<file path="config.mk">
export PLATFORM = sky130hd
export DESIGN_NAME = exp_driver
export DESIGN_NICKNAME = d
export VERILOG_FILES = /design/src/rtl/exp_pkg.sv /design/src/rtl/exp_timeout_counter.sv /design/src/rtl/exp_driver.sv
export SDC_FILE = /design/constraint.sdc
export NUM_CORES = 1
export LEC_CHECK = 0
export CORE_AREA = 2 2 89 65
export CTS_BUF_LIST = sky130_fd_sc_hd__clkbuf_16
export CTS_CLUSTER_DIAMETER = 40
export DETAILED_ROUTE_END_ITERATION = 10
export DIE_AREA = 0 0 91 67
export GPL_TIMING_DRIVEN = 0
export PLACE_DENSITY = 0.83
export SLEW_MARGIN = 20
export SYNTH_ARGS = -nofsm -noshare
export SYNTH_HDL_FRONTEND = slang
export SYNTH_SLANG_ARGS = --single-unit
</file>
<file path="constraint.sdc">
create_clock -name clk -period 2.43 [get_ports clk]
set_input_delay 0.3645 -clock clk [delete_from_list [all_inputs] [get_ports clk]]
set_output_delay 0.3645 -clock clk [all_outputs]
set_load 0.02 [all_outputs]
</file>
<file path="src/rtl/exp_pkg.sv">
// Shared definitions for the exponential-accelerator host driver:
// state encoding, datapath widths, parameter defaults and result packing.
package exp_pkg;

  localparam int X_W    = 16;
  localparam int INT_W  = 2;
  localparam int FRAC_W = 16;
  localparam int RES_W  = 18;

  localparam int DEF_START_CYCLES = 2;
  localparam int DEF_TIMEOUT      = 64;

  typedef enum logic [1:0] {
    ST_IDLE  = 2'd0,
    ST_START = 2'd1,
    ST_WAIT  = 2'd2,
    ST_RESP  = 2'd3
  } exp_drv_state_t;

  // Result is kept as one 2.16 word so the capture and hold logic stays in one register.
  function automatic logic [RES_W-1:0] pack_res(input logic [INT_W-1:0]  ip,
                                                input logic [FRAC_W-1:0] fp);
    return {ip, fp};
  endfunction

endpackage

</file>
<file path="src/rtl/exp_timeout_counter.sv">
// Clearable, enabled up-counter used as the WAIT-state watchdog; expired is
// high once the count has reached TIMEOUT-1, and the count saturates there.
module exp_timeout_counter
  import exp_pkg::*;
#(
  parameter int TIMEOUT = DEF_TIMEOUT
) (
  input  logic clk,
  input  logic rst,
  input  logic clr,
  input  logic en,
  output logic expired
);

  localparam int CNT_W = (TIMEOUT > 2) ? $clog2(TIMEOUT) : 1;
  localparam logic [CNT_W-1:0] CNT_LAST = CNT_W'(TIMEOUT - 1);
  localparam logic [CNT_W-1:0] CNT_ONE  = CNT_W'(1);
  localparam logic [CNT_W-1:0] CNT_ZERO = CNT_W'(0);

  logic [CNT_W-1:0] cnt_r;
  logic             expired_s;

  assign expired_s = (cnt_r == CNT_LAST);
  assign expired   = expired_s;

  // Watchdog count register: clear has priority, increments stop at the last value.
  always_ff @(posedge clk) begin
    if (!rst) begin
      cnt_r <= CNT_ZERO;
    end else if (clr) begin
      cnt_r <= CNT_ZERO;
    end else if (en && !expired_s) begin
      cnt_r <= cnt_r + CNT_ONE;
    end else begin
      cnt_r <= cnt_r;
    end
  end

endmodule

</file>
<file path="src/rtl/exp_driver.sv">
// Host-side initiator for the exponential accelerator: request channel in,
// start/done handshake to the accelerator, watchdog, response channel out.
module exp_driver
  import exp_pkg::*;
#(
  parameter int START_CYCLES = DEF_START_CYCLES,
  parameter int TIMEOUT      = DEF_TIMEOUT
) (
  input  logic              clk,
  input  logic              rst,
  input  logic              req_valid,
  output logic              req_ready,
  input  logic [X_W-1:0]    req_x,
  output logic              acc_start,
  output logic [X_W-1:0]    acc_x,
  input  logic              acc_done,
  input  logic [INT_W-1:0]  acc_intpart,
  input  logic [FRAC_W-1:0] acc_fracpart,
  output logic              rsp_valid,
  input  logic              rsp_ready,
  output logic [INT_W-1:0]  rsp_intpart,
  output logic [FRAC_W-1:0] rsp_fracpart,
  output logic              rsp_timeout,
  output logic              busy
);

  localparam int SCNT_W = $clog2(START_CYCLES + 1);
  localparam logic [SCNT_W-1:0] SCNT_LOAD = SCNT_W'(START_CYCLES);
  localparam logic [SCNT_W-1:0] SCNT_ONE  = SCNT_W'(1);
  localparam logic [SCNT_W-1:0] SCNT_ZERO = SCNT_W'(0);

  exp_drv_state_t    state_r, state_s;
  logic [SCNT_W-1:0] scnt_r, scnt_s;
  logic              acc_start_r, acc_start_s;
  logic [X_W-1:0]    acc_x_r, acc_x_s;
  logic [RES_W-1:0]  res_r, res_s;
  logic              timeout_r, timeout_s;
  logic              req_ready_r;
  logic              rsp_valid_r;
  logic              busy_r;
  logic              wd_clr_s;
  logic              wd_en_s;
  logic              wd_expired_s;

  exp_timeout_counter #(
    .TIMEOUT (TIMEOUT)
  ) u_wd (
    .clk     (clk),
    .rst     (rst),
    .clr     (wd_clr_s),
    .en      (wd_en_s),
    .expired (wd_expired_s)
  );

  // Next-state and datapath-update logic for the start/done sequencer.
  always_comb begin
    state_s     = state_r;
    scnt_s      = scnt_r;
    acc_start_s = 1'b0;
    acc_x_s     = acc_x_r;
    res_s       = res_r;
    timeout_s   = timeout_r;
    wd_clr_s    = 1'b1;
    wd_en_s     = 1'b0;
    case (state_r)
      ST_IDLE: begin
        if (req_valid && req_ready_r) begin
          state_s = ST_START;
          acc_x_s = req_x;
          scnt_s  = SCNT_LOAD;
        end else begin
          state_s = ST_IDLE;
        end
      end
      ST_START: begin
        // One setup cycle with x stable precedes the start pulse.
        if (scnt_r != SCNT_ZERO) begin
          acc_start_s = 1'b1;
          scnt_s      = scnt_r - SCNT_ONE;
        end else begin
          state_s = ST_WAIT;
        end
      end
      ST_WAIT: begin
        wd_clr_s = 1'b0;
        // Done is checked before expiry so a same-cycle done still returns data.
        if (acc_done) begin
          res_s     = pack_res(acc_intpart, acc_fracpart);
          timeout_s = 1'b0;
          state_s   = ST_RESP;
        end else if (wd_expired_s) begin
          res_s     = RES_W'(0);
          timeout_s = 1'b1;
          state_s   = ST_RESP;
        end else begin
          wd_en_s = 1'b1;
        end
      end
      ST_RESP: begin
        if (rsp_valid_r && rsp_ready) begin
          state_s = ST_IDLE;
        end else begin
          state_s = ST_RESP;
        end
      end
      default: begin
        state_s = ST_IDLE;
      end
    endcase
  end

  // State and registered-output update; handshake flags are derived from the next state.
  always_ff @(posedge clk) begin
    if (!rst) begin
      state_r     <= ST_IDLE;
      scnt_r      <= SCNT_ZERO;
      acc_start_r <= 1'b0;
      acc_x_r     <= {X_W{1'b0}};
      res_r       <= {RES_W{1'b0}};
      timeout_r   <= 1'b0;
      req_ready_r <= 1'b0;
      rsp_valid_r <= 1'b0;
      busy_r      <= 1'b0;
    end else begin
      state_r     <= state_s;
      scnt_r      <= scnt_s;
      acc_start_r <= acc_start_s;
      acc_x_r     <= acc_x_s;
      res_r       <= res_s;
      timeout_r   <= timeout_s;
      req_ready_r <= (state_s == ST_IDLE);
      rsp_valid_r <= (state_s == ST_RESP);
      busy_r      <= (state_s != ST_IDLE);
    end
  end

  assign req_ready    = req_ready_r;
  assign acc_start    = acc_start_r;
  assign acc_x        = acc_x_r;
  assign rsp_valid    = rsp_valid_r;
  assign rsp_intpart  = res_r[RES_W-1:FRAC_W];
  assign rsp_fracpart = res_r[FRAC_W-1:0];
  assign rsp_timeout  = timeout_r;
  assign busy         = busy_r;

endmodule
</file>
After elaboration in Yosys (flattened, before gate mapping)
Cells that the tools add are included.

Bits in registers: 49. Input port bits: 39. Output and inout bits: 39. Logic and storage cells: 51.

Add/sub/neg operators: 2. Equal/unequal tests: 7. Multiplexer cells: 17. Reductions and logical operators: 15.

Operators by type and width (count): 2-to-1 mux 18 bit (2); 2-to-1 mux 2 bit (6); one-hot mux 2 bit (4 select lines) (1); AND reduction 2 bit (4); nonzero test 2 bit (4); 2-to-1 mux 1 bit (7); adder 6 x 1 -> 6 bit (second input constant) (1); == test 2 bit (second input constant) (3); == test 6 bit (second input constant) (1); zero test 2 bit (2); != test 2 bit (second input constant) (2); one-hot mux 2 bit (2 select lines) (1); logical AND 1 bit (3); AND reduction 3 bit (1); == test 2 x 1 -> 1 bit (second input constant) (1); subtractor 2 x 1 -> 2 bit (second input constant) (1); zero test 1 bit (1).

Logic depth before layout (Yosys ltp)
Gate-level depths: netlist (run 1).

Depth after elaboration: 5. Mapped depth: 6. Mapped depth without buffers: 5.

Hierarchy
Synthesis (run 1) repeated with hierarchy kept, for this count alone.

Cell total of the unflattened synthesis: 229. Area total of the unflattened synthesis: 2117.0 um^2.

By module, submodules not included: exp_driver (times used 1, cells each 196, area each 1815.5 um^2, seq. area each 860.8 um^2); exp_timeout_counter (times used 1, cells each 33, area each 301.5 um^2, seq. area each 120.1 um^2).

Least setup slack after synthesis (run 1)
OpenSTA, ideal clock, no wires.

Kind: reg-to-reg. From: register req_ready_r, in the netlist req_ready. To: register acc_x_r[3], in the netlist acc_x[3]. Setup time: 0.066 ns. Arrival time: 1.202 ns. Data required time: 2.364 ns. Setup slack: 1.162 ns. Stages on the path, launching flop included: 6. Path buffers: 2. Clock period less this slack: 1.268 ns. Cell sequence: dfxtp_1 nor4bb_1 buf_4 buf_12 nand2_1 a21boi_2.

Longest elaborated chain between the ends: 2.

RTL lines: start, declared (line exp_driver.sv:38) `logic req_ready_r;`; start signal, assigned (line exp_driver.sv:131) `req_ready_r <= (state_s == ST_IDLE);`; logical AND 1 bit (line exp_driver.sv:67) `if (req_valid && req_ready_r) begin`; AND reduction 2 bit (no line); end signal, assigned (line exp_driver.sv:118) `acc_x_r <= {X_W{1'b0}};`; end signal, assigned (line exp_driver.sv:128) `acc_x_r <= acc_x_s;`; end, declared (line exp_driver.sv:35) `logic [X_W-1:0] acc_x_r, acc_x_s;`.

No other way between the ends. A chain may end at the register's enable or synchronous reset.

Final worst setup path (run 1)
From: register req_ready_r, in the netlist req_ready. To: output port req_ready.

RTL lines: end, declared (line exp_driver.sv:12) `output logic req_ready,`.

No word-level cell between the ends.

==> results.tsv, run 1 <==
metric	value	unit
row cnt	22	
Post-Synth Simple-Gate Area	0.238	
Setup TNS	0	ps
vias in the first global route	1764	
routed length per instance	12.8	microns
CORE AREA	5170	sq um
DRC viols	0	
worst slew pin tran	484	ps
Most used DFF post-synth	dfxtp_1	
Synth area leader	dfxtp_1	
critical path type	reg -> out	
Adder-Cell Fraction of Synth Area	0.0123	
Final Cycle Share	0.692	
YS warnings	0	
Min Clock Period, post-route	1680	ps
via count	1886	
Final Wtd Congestion	0.789	
Vias per Instance	4.94	
Synth top area share	0.484	
P_leak	1.12	nW
Clk pin slew, worst setup/hold paths	60	ps
drt total wl	4.88	mm
Synth Area in Compound Gates	0.199	
grt ovf	0	
Critical Path AT	1320	ps
ANT nets after route	0	
startpoint types	flop	
Die Ht	67	microns
Slew Limit Fails	0	
Slew HR	0.677	
final number of setup-violating endpoints	0	
status	complete, no violations	
RSZ-0062 raised after global routing	false	
final hold violations	0	
clock skew	5.97	ps
Crit. End Element	output port	
largest net degree at the start of global routing	16	
Synth cell types	42	
post-CTS sizing	0	
cell family with the largest share of critical-path delay	buffers and inverters	
top cells by area, synth	dfxtp_1 (48%), nand2_1 (14%), a21boi_2 (5.6%), o22ai_1 (5.6%), a21boi_0 (2.6%)	
GRT Total Usage	0.169	
mux cell area share after synthesis	0.00988	
Skew-Pair Late Insertion Delay	290	ps
Pre-antenna DRT Iters	4	
Port Buf Inserts	76	
Pwr Density	617	nW/um^2
global-route wire length before repair	8.24	mm
# diodes	0	
CTS hold repair buffers	0	
Final Util	0.584	
Die X	91	microns
Num CTS Buffers	5	
Bufs and invs on worst path	1	
layout cell share with drive strength beyond 1	0.103	
xor/xnor share of the synthesized area	0	
dpl hpwl	3.65	mm
Initial Util	0.392	
clock sink count	49	
worst path required time	2070	ps
Cells after Synth	226	
#FFs+latches synth	49	
die area	6100	sq um
H-tree depth	2	
Worst path slowest cell	clkdlybuf4s50_1	
root buffer cell	clkbuf_16	
WHS	460	ps
Area growth syn-to-layout	49.0	%
Fmax	595	MHz
CTS tree	yes	
largest family of logic cells by synthesized area	simple AND/OR/NAND/NOR gates	
Min-Delay Path Class	reg -> reg	
Async SR Flop Fraction	0	
I/O Pins	78	
initial antenna violation count	0	
Max Cap Viol	0	
synthesized area per cell	8.97	sq um
Max clock buf depth	2	
worst-path fanout max	5	
Mapped Nets	267	
critical-path cell list	clkdlybuf4s50_1	
maximum VDD drop	0.432	mV
DRT iter0 DRCs	64	
synthesized area	2030	sq um
number of synthesized flops with an enable pin	0	
# Post-CTS Setup Buffers	0	
sequential share of the synthesized area	0.484	
fin nets	350	
CP peak stage delay	640	ps
final cells by class:
type	count	area (sq um)
fill	498	2150
sequential	49	981
multi-input combinational	158	930
timing repair buffer	76	761
clock buffer	5	125
buffer	17	109
tap	72	90.1
clock inverter	3	17.5
inverter	2	7.51
registers in the layout (all words and copies together) (netlist names), 2 cells and up:
register / flops
acc_x: 16
res_r: 18
scnt_r: 2
state_r: 2
u_wd.cnt_r: 6
cell usage in the layout, fill, tap and decap left out, types with 2 or more instances in the layout:
master and instances:
nand3b_1 3, nor2b_1 3, dfxtp_1 49, buf_2 4, and3_1 2, buf_4 4
mux2i_1 2, clkbuf_16 5, nand2_1 74, nand3_1 3, o22ai_1 18, nand4bb_1 2
inv_1 2, o21ai_0 2, clkinv_2 2, and2_1 2, o211a_1 2, clkbuf_1 6
a21oi_1 4, nand2b_1 2, and3b_1 2, ha_1 2, clkdlybuf4s50_1 76, a21boi_0 7
a21boi_2 10, nor3_1 2
power breakdown:
part	total (mW)	leakage, nW	switching [mW]	internal, mW
sequential	0.866	0.397	0.0240	0.842
combinational	0.332	0.650	0.153	0.178
clock	0.667	0.0696	0.289	0.377
total	1.86	1.12	0.467	1.40
worst paths after layout:
kind | startpoint | to | slack, ps | cells past startpoint
max | req_ready | req_ready | 750 | 1
min | acc_x[12] | acc_x[12] | 460 | 2
max reg2reg | u_wd.cnt_r[0] | res_r[12] | 950 | 6
min reg2reg | acc_x[12] | acc_x[12] | 460 | 2
metrics by stage:
stage	total power [mW]	setup WS (ps)	cells	cell area [sq um]
floorplan	1.06	1160	226	2030
global placement	1.21	764	374	2880
detailed placement	1.22	703	374	2880
CTS	1.89	734	382	3020
global route	1.96	699	382	3020
finish	1.86	748	382	3020
cells in the mapped netlist, types with 3 or more instances:
master    number
a21boi_0       7
dfxtp_1       49
o22ai_1       18
buf_2          4
nor2b_1        3
clkbuf_1       6
nand3_1        3
a21oi_1        4
nand3b_1       3
nand2_1       74
a21boi_2      10
buf_4          4
routing by layer:
metal  up-vias  GRT usage  share of wire
li1        948          -              -
met4         0     0.0568          0.013
met3         6     0.0679          0.094
met1       860      0.206           0.48
met2        72      0.275           0.42
met5         -          0              0
logic make-up (layout without fill, tap and decap cells):
logic type	count (synthesis)	after routing
AND/OR/NAND/NOR	102	102
AO/OA/AOI/OAI	52	52
flip-flops	49	49
buffers and inverters	19	103
adder cells (fa/ha/maj)	2	2
multiplexers	2	2
No activity file was read; power rests on OpenSTA's default activity.
==> run 2, diff against run 1 <==
Settings changed: CORE_AREA 2 2 89 65 to 2 2 90 66, DIE_AREA 0 0 91 67 to 0 0 92 68, PLACE_DENSITY 0.83 to 0.84.
Clock period 2.43 ns to 1.4 ns, I/O delays scaled along.
==> run 2 against run 1 <==
Largest cell class unchanged. Worst hold slack worse by 110 ps. Total power increased by 69%. First-iteration DRC count up 9.4%. Critical path type is now reg -> reg. Count of clock-buffer cells in the layout unchanged. Highest routed layer unchanged.
==> results.tsv, run 2 (synthesis gave the netlist of run 1 again) <==
metric	value	unit	change
Area growth syn-to-layout	48.1	%	
Skew-Pair Late Insertion Delay	280	ps	about the same
worst hold path startpoint	rst		
max reg flops	18		unchanged
Pre-antenna DRT Iters	4		unchanged
GRT Total Usage	0.160		-0.00937
R2R Setup Slk	80	ps	-870 ps
Vias per Instance	4.82		-2.3%
Final Util	0.549		-0.0347
global-route wire length before repair	7.95	mm	-3.5%
Max Cap Viol	0		unchanged
final number of setup-violating endpoints	0		unchanged
Final Cycle Share	0.946		
placed insts	377		+0.80%
dpl hpwl	3.60	mm	-1.4%
CORE AREA	5470	sq um	+5.7%
Die X	92	microns	+1.1%
Final WS setup	76.2	ps	-672 ps
row cnt	23		+4.5%
Die Ht	68	microns	+1.5%
Final Wtd Congestion	0.723		-8.4%
Critical Path AT	1490	ps	+170 ps
vias in the first global route	1763		-0.057%
Port Buf Inserts	76		unchanged
Cell Area, Placed	2880	sq um	+0.13%
root buffer cell	clkbuf_16		
via count	1861		-1.3%
Max clock buf depth	2		unchanged
maximum VDD drop	0.500	mV	+16%
status	complete, no violations		
largest net degree at the start of global routing	14		-2
Power Total	3.16	mW	+69%
ANT nets after route	0		unchanged
WHS	347	ps	-112 ps
Min Clock Period, post-route	1320	ps	
initial antenna violation count	0		unchanged
fin cells	386		+1.0%
Final Instance Area	3000	sq um	-0.62%
most used cell, CP	buf_2		
Clk pin slew, worst setup/hold paths	60	ps	about the same
Bufs and invs on worst path	2		+1
FF-to-FF End	res_r[16]		
Initial Util	0.371		-0.0210
commonest non-fill, non-tap cell in the layout	nand2_1		
startpoint types	flop		
hold path cells	3		+1
# diodes	0		unchanged
Pwr Density	1050	nW/um^2	+71%
P_leak	1.31	nW	+17%
grt ovf	0		unchanged
DRC viols	0		unchanged
worst path required time	1570	ps	-500 ps
Crit. End Element	flop		
DRT iter0 DRCs	70		+9.4%
Fmax	755	MHz	
critical path type	reg -> reg		
fin nets	352		+0.57%
worst-path fanout max	10		+5
most frequent cells in the layout	nand2_1 (74), dfxtp_1 (47), dlygate4sd2_1 (39), clkdlybuf4s50_1 (37), o22ai_1 (18)		
setup slack at placement	-171	ps	-874 ps
critical-path cell list	nand3b_1, buf_2, buf_2, o22ai_1		
final hold violations	0		unchanged
routed length per instance	12.9	microns	+1.4%
die area	6260	sq um	+2.6%
H-tree depth	2		unchanged
drt total wl	5.00	mm	+2.5%
clock skew	5.02	ps	-0.945 ps
Critical R2R Launch	state_r[0]		
Reg with most FFs	res_r		
layout cell share with drive strength beyond 1	0.113		+0.00931
Slew Limit Fails	0		unchanged
Worst Hold End	u_wd.cnt_r[4]		
Worst path slowest cell	dfxtp_1		
worst reg-to-reg path cell count	4		-2
CP peak stage delay	440	ps	-200 ps
I/O Pins	78		unchanged
Min-Delay Path Class	in -> reg		
worst setup path startpoint	state_r[0]		
cell family with the largest share of critical-path delay	buffers and inverters		
worst slew pin tran	464	ps	-19.7 ps
Slew HR	0.691		+0.0131
Setup TNS	0	ps	unchanged
CTS tree	yes		
clock sink count	49		unchanged
Num CTS Buffers	5		unchanged
[run 2: routing by layer]
layer / up-vias / share of wire / GRT usage
met3: 4 / 0.065 / 0.0540
met4: 0 / 0.0084 / 0.0336
li1: 951 / - / -
met5: - / 0 / 0
met1: 843 / 0.48 / 0.201
met2: 63 / 0.44 / 0.273
[run 2: worst max path at each step]
stage,to,cells past startpoint
CTS,res_r[16],6
global route,res_r[16],6
finish,res_r[16],4
floorplan,acc_x[3],5
global placement,acc_x[15],6
detailed placement,acc_x[7],6
[run 2: final cells by class]
class	instances	area, sq um
flip-flops and latches	49	983
clock buffers	5	125
repair buffers	78	739
inverters	2	7.51
plain buffers	17	109
fillers	500	2470
well taps	75	93.8
multi-input cells	158	936
clock inverters	2	7.51
[run 2: timing repair]
item,CTS,global route
gates resized for setup,39,4
setup buffers,1,1
hold buffers,0,0
pin swaps,0,2
endpoints found under the setup margin,49,20
[run 2: power breakdown]
part / total, mW / leakage, nW / switching [mW] / internal, mW
registers: 1.50 / 0.398 / 0.0410 / 1.46
logic: 0.551 / 0.840 / 0.272 / 0.279
clock network: 1.11 / 0.0685 / 0.467 / 0.639
[run 2: worst min-delay path, stage by stage]
cell and delay, ps:
buf_2 160, nand3b_1 150, a311oi_1 60
==> run 3, diff against run 2 <==
Settings changed: CAP_MARGIN set to 40.
==> results of run 3 <==
Same layout as run 2: the final DEF is identical, and so are final timing and power.
